**src/rtl/csi2tx_pkt_hdr_sched.sv**
```systemverilog
// Round-robin scheduler sharing one packet-header ECC generator among NUM_REQ
// header sources; emits the assembled 32-bit CSI-2 header over valid/ready.
module csi2tx_pkt_hdr_sched #(
    parameter int NUM_REQ = 4,
    parameter int IDX_W   = 2
) (
    input  logic                  txbyteclkhs,
    input  logic                  txbyteclkhs_rst_n,
    input  logic                  tinit_start,
    input  logic [NUM_REQ-1:0]    req,
    input  logic [NUM_REQ*24-1:0] req_hdr,
    output logic [NUM_REQ-1:0]    req_ack,
    output logic [23:0]           ecc_data_in,
    output logic                  ecc_en,
    input  logic [5:0]            ecc_value,
    output logic [31:0]           hdr_data,
    output logic                  hdr_valid,
    input  logic                  hdr_ready,
    output logic [IDX_W-1:0]      hdr_src,
    output logic                  busy,
    output logic [15:0]           hdr_count,
    output logic [1:0]            fsm_state
);

    typedef enum logic [1:0] {
        ST_IDLE = 2'd0,
        ST_CALC = 2'd1,
        ST_OUT  = 2'd2
    } state_t;

    state_t           state;
    state_t           state_nxt;
    logic [23:0]      hdr_r;
    logic [IDX_W-1:0] rr_ptr;
    logic [IDX_W-1:0] rr_ptr_nxt;
    logic [15:0]      hdr_count_r;
    logic [15:0]      hdr_count_nxt;

    logic [23:0]      hdr_arr [NUM_REQ];
    logic             win_vld;
    logic [IDX_W-1:0] win_idx;
    logic [23:0]      win_hdr;
    logic             grant;
    logic             accept;

    for (genvar g = 0; g < NUM_REQ; g++) begin : g_hdr
        assign hdr_arr[g] = req_hdr[24*g +: 24];
    end

    // Scan downward so the lowest offset from rr_ptr is the last (winning) write.
    always_comb begin
        int               slot;
        logic [IDX_W-1:0] sidx;
        win_vld = 1'b0;
        win_idx = '0;
        win_hdr = '0;
        slot    = 0;
        sidx    = '0;
        for (int k = NUM_REQ - 1; k >= 0; k--) begin
            slot = int'(rr_ptr) + k;
            if (slot >= NUM_REQ) slot = slot - NUM_REQ;
            sidx = slot[IDX_W-1:0];
            if (req[sidx]) begin
                win_vld = 1'b1;
                win_idx = sidx;
                win_hdr = hdr_arr[sidx];
            end
        end
    end

    // Handshake: a header transfers in any cycle where hdr_valid and hdr_ready
    // are both high; hdr_data is frozen while hdr_valid waits for hdr_ready.
    assign hdr_valid = tinit_start && (state == ST_OUT);
    assign ecc_en    = tinit_start && ((state == ST_CALC) || (state == ST_OUT));
    assign accept    = hdr_valid && hdr_ready;
    assign grant     = tinit_start && (state == ST_IDLE) && win_vld;

    always_comb begin
        req_ack = '0;
        if (accept) req_ack[hdr_src] = 1'b1;
    end

    always_comb begin
        state_nxt = state;
        if (!tinit_start) begin
            state_nxt = ST_IDLE;
        end else begin
            case (state)
                ST_IDLE: if (win_vld) state_nxt = ST_CALC;
                ST_CALC: state_nxt = ST_OUT;
                ST_OUT:  if (hdr_ready) state_nxt = ST_IDLE;
                default: state_nxt = ST_IDLE;
            endcase
        end
    end

    assign rr_ptr_nxt    = (hdr_src == IDX_W'(NUM_REQ - 1)) ? '0 : hdr_src + 1'b1;
    assign hdr_count_nxt = accept ? hdr_count_r + 16'd1 : hdr_count_r;

    always_ff @(posedge txbyteclkhs or negedge txbyteclkhs_rst_n) begin
        if (!txbyteclkhs_rst_n) begin
            state       <= ST_IDLE;
            hdr_r       <= '0;
            hdr_src     <= '0;
            rr_ptr      <= '0;
            hdr_count_r <= '0;
        end else begin
            state       <= state_nxt;
            hdr_count_r <= hdr_count_nxt;
            if (grant) begin
                hdr_r   <= win_hdr;
                hdr_src <= win_idx;
            end
            if (accept) rr_ptr <= rr_ptr_nxt;
        end
    end

    // ecc_data_in follows hdr_r in every state so the generator output stays stable.
    assign ecc_data_in = hdr_r;
    assign hdr_data    = {2'b00, ecc_value, hdr_r};
    assign busy        = (state != ST_IDLE);
    assign hdr_count   = hdr_count_r;
    assign fsm_state   = state;

endmodule
```
**config.mk**
```make
export PLATFORM = sky130hd
export DESIGN_NAME = csi2tx_pkt_hdr_sched
export DESIGN_NICKNAME = d
export VERILOG_FILES = /design/src/rtl/csi2tx_pkt_hdr_sched.sv
export SDC_FILE = /design/constraint.sdc
export NUM_CORES = 1
export LEC_CHECK = 0
export BUFFER_PORTS_ARGS = -buffer_cell sky130_fd_sc_hd__buf_2
export CORE_ASPECT_RATIO = 0.7
export CORE_MARGIN = 2
export CORE_UTILIZATION = 51
export CTS_BUF_LIST = sky130_fd_sc_hd__clkbuf_8 sky130_fd_sc_hd__clkbuf_16
export CTS_CLUSTER_DIAMETER = 150
export DETAILED_ROUTE_END_ITERATION = 6
export PLACE_DENSITY = 0.8
export SYNTH_ARGS = -nofsm -noshare
export SYNTH_HDL_FRONTEND = slang
export SYNTH_SLANG_ARGS = --single-unit
```
**constraint.sdc**
```tcl
create_clock -name txbyteclkhs -period 2.1 [get_ports txbyteclkhs]
set_input_delay 0.105 -clock txbyteclkhs [delete_from_list [all_inputs] [get_ports txbyteclkhs]]
set_output_delay 0.105 -clock txbyteclkhs [all_outputs]
set_load 0.01 [all_outputs]
```
* Yosys cells after proc, flatten, opt, wreduce, memory -nomap -nowiden
Index checks and enable logic that the tools add are counted.
Storage, ports and cells: flip-flop bits (word level) 46, bits of input ports 110, output and inout port bits 83, logic and storage cells 91
Cells by class: $add $sub $neg 9, $lt $le $gt $ge 14, equality and inequality tests 5, mux-type cells 44, bitwise gates (word level) 4, reductions and logical operators 10
Operators by type and width (number):
- $mux 24 | 12
- $bmux 24 s2 | 4
- $mux 2 | 12
- $ge 3x3->1 const B | 7
- $add 16x1->16 const B | 1
- $lt 2x3->1 const B | 5
- $not 2->3 | 4
- $mux 1 | 9
- $bmux 1 s2 | 4
- $sub 2x1->2 const B | 4
- $add 2x2->3 const B | 2
- $logic_and 1x1->1 | 6
- $ne 3x3->1 const B | 2
- $pmux 2 s3 | 1
- $eq 2x2->1 const B | 2
- $mux 4 | 1
- $add 2x1->3 const B | 1
- $ge 2x3->1 const B | 1
- $add 2x1->2 const B | 1
- $demux 1 s2 | 1
- $eq 2x1->1 const B | 1
- $ge 2x1->1 const B | 1
- $logic_not 2->1 | 1
- $reduce_and 2->1 | 1
- 2 further kinds | 2

* Longest topological paths before layout
depth in word-level cells 12, depth in mapped cells 9, gate-level depth less buffers 7

* Least setup slack after synthesis
OpenSTA, ideal clock, no wires.
path kind reg-to-reg, from register state[0], in the netlist fsm_state[0], to register hdr_r[1], in the netlist ecc_data_in[1], setup time 0.104 ns, arrival time 1.658 ns, data required time 1.996 ns, setup slack 0.338 ns, stages on the path, launching flop included 9, buffers on the path 2, period minus slack after synthesis 1.762 ns, cell sequence dfrtp_1 -> inv_1 -> ha_1 -> nand2_1 -> nor2_1 -> buf_2 -> clkbuf_1 -> nor2_1 -> a221oi_1
Between the ends: longest elaborated chain between the ends 3
RTL lines:
- start, declared | RTL line 31 | state_t state;
- start signal, assigned | RTL line 108 | state <= state_nxt;
- $logic_not 2->1 | RTL line 76 | assign grant = tinit_start && (state == ST_IDLE) && win_vld;
- $logic_and 1x1->1 (2 in a row) | RTL line 76
- end signal, assigned | RTL line 111 | hdr_r <= win_hdr;
- end, declared | RTL line 33 | logic [23:0] hdr_r;
No other way between the ends. A chain may end at the register's enable or synchronous reset.

* Worst setup path after layout
from register rr_ptr[0], to register hdr_r[10], in the netlist ecc_data_in[10]
Between the ends: longest elaborated chain between the ends 11, elaborated cells on any way between the ends 48, classes of those cells 7 x add/sub; 4 x order compare; 32 x mux; 4 x bitwise; 1 x reduce/logical
RTL lines:
- start, declared | RTL line 34 | logic [IDX_W-1:0] rr_ptr;
- start signal, assigned | RTL line 114 | if (accept) rr_ptr <= rr_ptr_nxt;
- $add 2x2->3 | RTL line 60 | slot = int'(rr_ptr) + k;
- $ge 3x3->1 or $sub 2x1->2 (tied branches) | RTL line 61 | if (slot >= NUM_REQ) slot = slot - NUM_REQ;
- $mux 2 | RTL line 61
- $not 2->3 (not written as such) | RTL line 66 | win_hdr = hdr_arr[sidx];
- $bmux 24 s2 | RTL line 66
- $mux 24 (not written as such) (2 in a row) | RTL line 66
- $mux 24 (4 in a row) | RTL line 63 | if (req[sidx]) begin
Parallel ways exist; a longest one is shown, timed or not. The select of a mux whose other input is x is not followed.

==> impl_metrics.csv <==
group,metric,value,unit
cells_and_area,drive_gt1_share,41.0,%
yosys,yosys_most_used_dff,"dfrtp_1",
yosys,synthSimpleGateAreaFrac,14.8,%
sta,grt_setup_unrepaired,"true",
power,p_sw,0.00368,W
worst_setup_path,critical_path_arrival,2.19,ns
worst_setup_path,critPathMaxStageDelay,0.54,ns
clock_tree,clk_pin_slew_worst_paths,0.07,ns
power,combPwrFrac,68.6,%
clock_tree,h-tree-depth,2,
route,vias,5642,
route,wire_per_inst,19.8,um
worst_setup_path,startpoint_type,"register",
clock_tree,cts_sinks,46,
sta,slew_headroom,58.9,%
sta,clock-skew-final,0.00680,ns
worst_setup_path,path_class,"reg2reg",
sta,fin_tns_setup,0,ns
sta,fin_crit,2.02,ns
floorplan,fp-row-count,31,
cells_and_area,nets,830,
sta,slew_violations,0,
global_routing,gr-usage-met2,46.5,%
clock_tree,clk_latency,0.29,ns
clock_tree,cts_root_buf,"clkbuf_16",
sta,clock.fmax,496,MHz
cells_and_area,antenna_cells,0,
global_routing,use_met1,36.6,%
yosys,synthMuxAreaShare,23.3,%
placed_design,gp_congestion,0.912,
yosys,synth_compound_area_share,24.2,%
yosys,post_synth_instance_area,0.00531,mm^2
placed_design,port_buffers,178,
clock_tree,cts_tree,"built",
yosys,postSynthAreaPerCell,9.21,um^2
cells_and_area,design_area,0.00637,mm^2
yosys,synthTopCellsByArea,"dfrtp_1 22%, mux4_2 13%, mux2i_1 7.4%",
cells_and_area,fill_cells,820,
floorplan,initial_core_util,51.8,%
yosys,synth_most_common_cell,"nand2_1",
sta,hold_violations,0,
clock_tree,cts_buffer_depth,2,
yosys,synth-seq-area-share,21.7,%
sta,tightestPinTransition,0.616,ns
power,swShare,46.5,%
run_status,outcome,"completed",
power,cellPowerDensity,1240,mW/mm^2
global_routing,grt_use_met3,6.52,%
floorplan,die_w,126,um
floorplan,dieArea,0.0112,mm^2
yosys,syn_inst,576,
yosys,yosysUniqueCellTypes,66,
route,vias_per_cell,6.68,
yosys,synth_area_leader_cell,"dfrtp_1",
power,internal_power,0.00424,W
min_path,hp-class,"in2reg",
worst_setup_path,slowest_stage,"dfrtp_4",
global_routing,grt_max_degree,58,
yosys,synth_edf_count,0,
clock_tree,cts-buffers-inserted,5,
yosys,synthDominantCellAreaShare,21.7,%
worst_setup_path,crit_fanout,26,
route,dr.pass1.iters,6,
floorplan,die_y,89.3,um
yosys,synthAdderAreaFrac,1.89,%
sta,fin_ws,0.0822,ns
route,drt-total-wl,16700,um
global_routing,first_global_vias,5247,
yosys,ys_ff_latch,46,
yosys,synth_xor_area_share,2.48,%
yosys,synthTopCellsByCount,"51 x nand2_1, 46 x dfrtp_1, 43 x buf_4",
placed_design,pre_cts_ws,-0.0619,ns
global_routing,grt_busiest_layer,"met2",
route,drtIter0Drc,603,
power,p_leak,2.76,nW
placed_design,hpwl,12000,um
power,seqPwrFrac,19.6,%
yosys,yosysWarningCount,0,
global_routing,grt_pass1_wl,25700,um
global_routing,antenna_found_initial,0,
floorplan,core,0.0102,mm^2
sta,post-route-period-util,96.1,%
worst_setup_path,setup.worst_path.end_class,"register",
worst_setup_path,crit_chain,"buf_4 -> mux2i_2 -> a21oi_1 -> nor4_1 -> o22ai_1",
global_routing,overflow,0,
cells_and_area,area_growth,20.0,%
placed_design,place_area,0.00608,mm^2
yosys,synth_top_family_by_area,"compound AO/OA/AOI/OAI gates",
global_routing,grt.total_usage,28.3,%
route,drcViolationCount,0,
sta,finalSetupViolCount,0,
worst_setup_path,crit_required,2.27,ns
yosys,async_reset_ff_share,100,%
power,ir_drop,0.000723,V
run,cap_viol_max_count,0,
floorplan,io_pins,193,
power,clockPowerShare,11.8,%
cells_and_area,final_util,62.2,%
route,drtAntennaViolNets,0,
==> registers in the layout, summed over array words and instances, names as in the netlist <==
| signal | cells |
|---|---|
| hdr_count | 16 |
| ecc_data_in | 24 |
| hdr_src | 2 |
| rr_ptr | 2 |
| fsm_state | 2 |
==> cells in the final DEF, fill, tap and decap left out, types with 3 or more instances in the layout <==
master / n
buf_2: 178
nand2_1: 49
dfrtp_1: 44
a21oi_1: 36
mux2i_1: 35
o21ai_0: 34
mux4_2: 30
o221ai_1: 23
nor2_1: 21
buf_4: 21
and2_1: 18
o22ai_1: 18
mux2_2: 13
xnor2_1: 12
a31oi_1: 11
a2111oi_0: 10
inv_1: 9
nand3_1: 9
a221oi_1: 9
or2_2: 8
ha_1: 8
a22oi_1: 7
o211ai_1: 6
nor2b_1: 6
a32oi_1: 6
clkbuf_16: 6
or3_1: 5
nor3b_1: 4
a221oi_2: 4
nand4_1: 4
buf_12: 4
mux2i_2: 3
nor3_1: 3
a32o_1: 3
nor4_1: 3
nand3b_1: 3
a41o_1: 3
xor2_1: 3
buf_6: 3
==> power groups by stage <==
| stage | logic [W] | registers [W] | clock network [W] |
|---|---|---|---|
| 2_1_floorplan | 0.00405 | 0.00154 | 0 |
| 3_3_place_gp | 0.00503 | 0.00152 | 0 |
| 3_5_place_dp | 0.00518 | 0.00153 | 0 |
| 4_1_cts | 0.00519 | 0.00153 | 0.000942 |
| 5_1_grt | 0.00584 | 0.00160 | 0.000985 |
| 6_report | 0.00543 | 0.00155 | 0.000937 |
==> per-layer routing <==
metal / vias up / routed length, um / share of wire, %
li1: 2486 / - / -
met1: 2717 / 6710 / 40
met2: 374 / 7800 / 47
met3: 65 / 1750 / 10
met4: 0 / 488 / 2.9
met5: - / 0 / 0
==> worst paths after layout <==
kind	slack [ns]	endpoint	depth (start not counted)	startpoint
setup / recovery	0.08	ecc_data_in[10]$_DFFE_PN0P_	5	rr_ptr[0]$_DFFE_PN0P_
hold / removal	0.08	ecc_data_in[11]$_DFFE_PN0P_	3	req_hdr[59]
setup reg to reg	0.08	ecc_data_in[10]$_DFFE_PN0P_	5	rr_ptr[0]$_DFFE_PN0P_
hold reg to reg	0.49	hdr_count[9]$_DFFE_PN0P_	1	hdr_count[9]$_DFFE_PN0P_
max in group asynchronous	1.08	ecc_data_in[18]$_DFFE_PN0P_	3	txbyteclkhs_rst_n
min in group asynchronous	0.36	hdr_count[15]$_DFFE_PN0P_	2	txbyteclkhs_rst_n
==> through the flow <==
step                      power (W)  instances  hold slack (ns)
after floorplan             0.00559        577           -0.191
after global placement      0.00654        834            0.140
after detailed placement    0.00671        834            0.151
after CTS                   0.00766        843           0.0746
after global routing        0.00842        845           0.0884
final                       0.00792        845           0.0800
==> cell families (layout without fill, tap and decap cells) <==
family	after synthesis	after routing
adders and majority gates	8	8
DFF	46	46
other	1	2
buffers and inverters	92	228
and+or+nand+nor	149	149
muxes	83	83
AOI/OAI and AO/OA	182	182
xor gates and xnor gates	15	15
==> timing repair <==
| action | 4_1_cts | 5_1_grt |
|---|---|---|
| pin swaps | 0 | 0 |
| setup buffers | 0 | 1 |
| endpoints found under the hold margin | 22 | 0 |
| cloned | 0 | 1 |
| setup endpoints to repair | 4 | 20 |
| hold buffers | 1 | 0 |
| gates resized for setup | 1 | 17 |
==> critical path: cells and delay by family (launching register included) <==
kind | cells | cell delay, ns
flip-flops | 1 | 0.54
multiplexers | 1 | 0.45
buffers and inverters | 1 | 0.34
AND/OR/NAND/NOR | 1 | 0.31
AO/OA/AOI/OAI | 2 | 0.25
==> cell type report <==
class / count / area, um^2 / area share (%)
Clock buffer: 5 / 125 / 1.96
Clock inverter: 3 / 41.3 / 0.648
Inverter: 10 / 40.0 / 0.629
Multi-Input combinational cell: 439 / 3600 / 56.5
Sequential cell: 46 / 1160 / 18.2
Tap cell: 132 / 165 / 2.59
Timing Repair Buffer: 210 / 1240 / 19.5
Note: power is estimated with default switching activity, not from simulation.
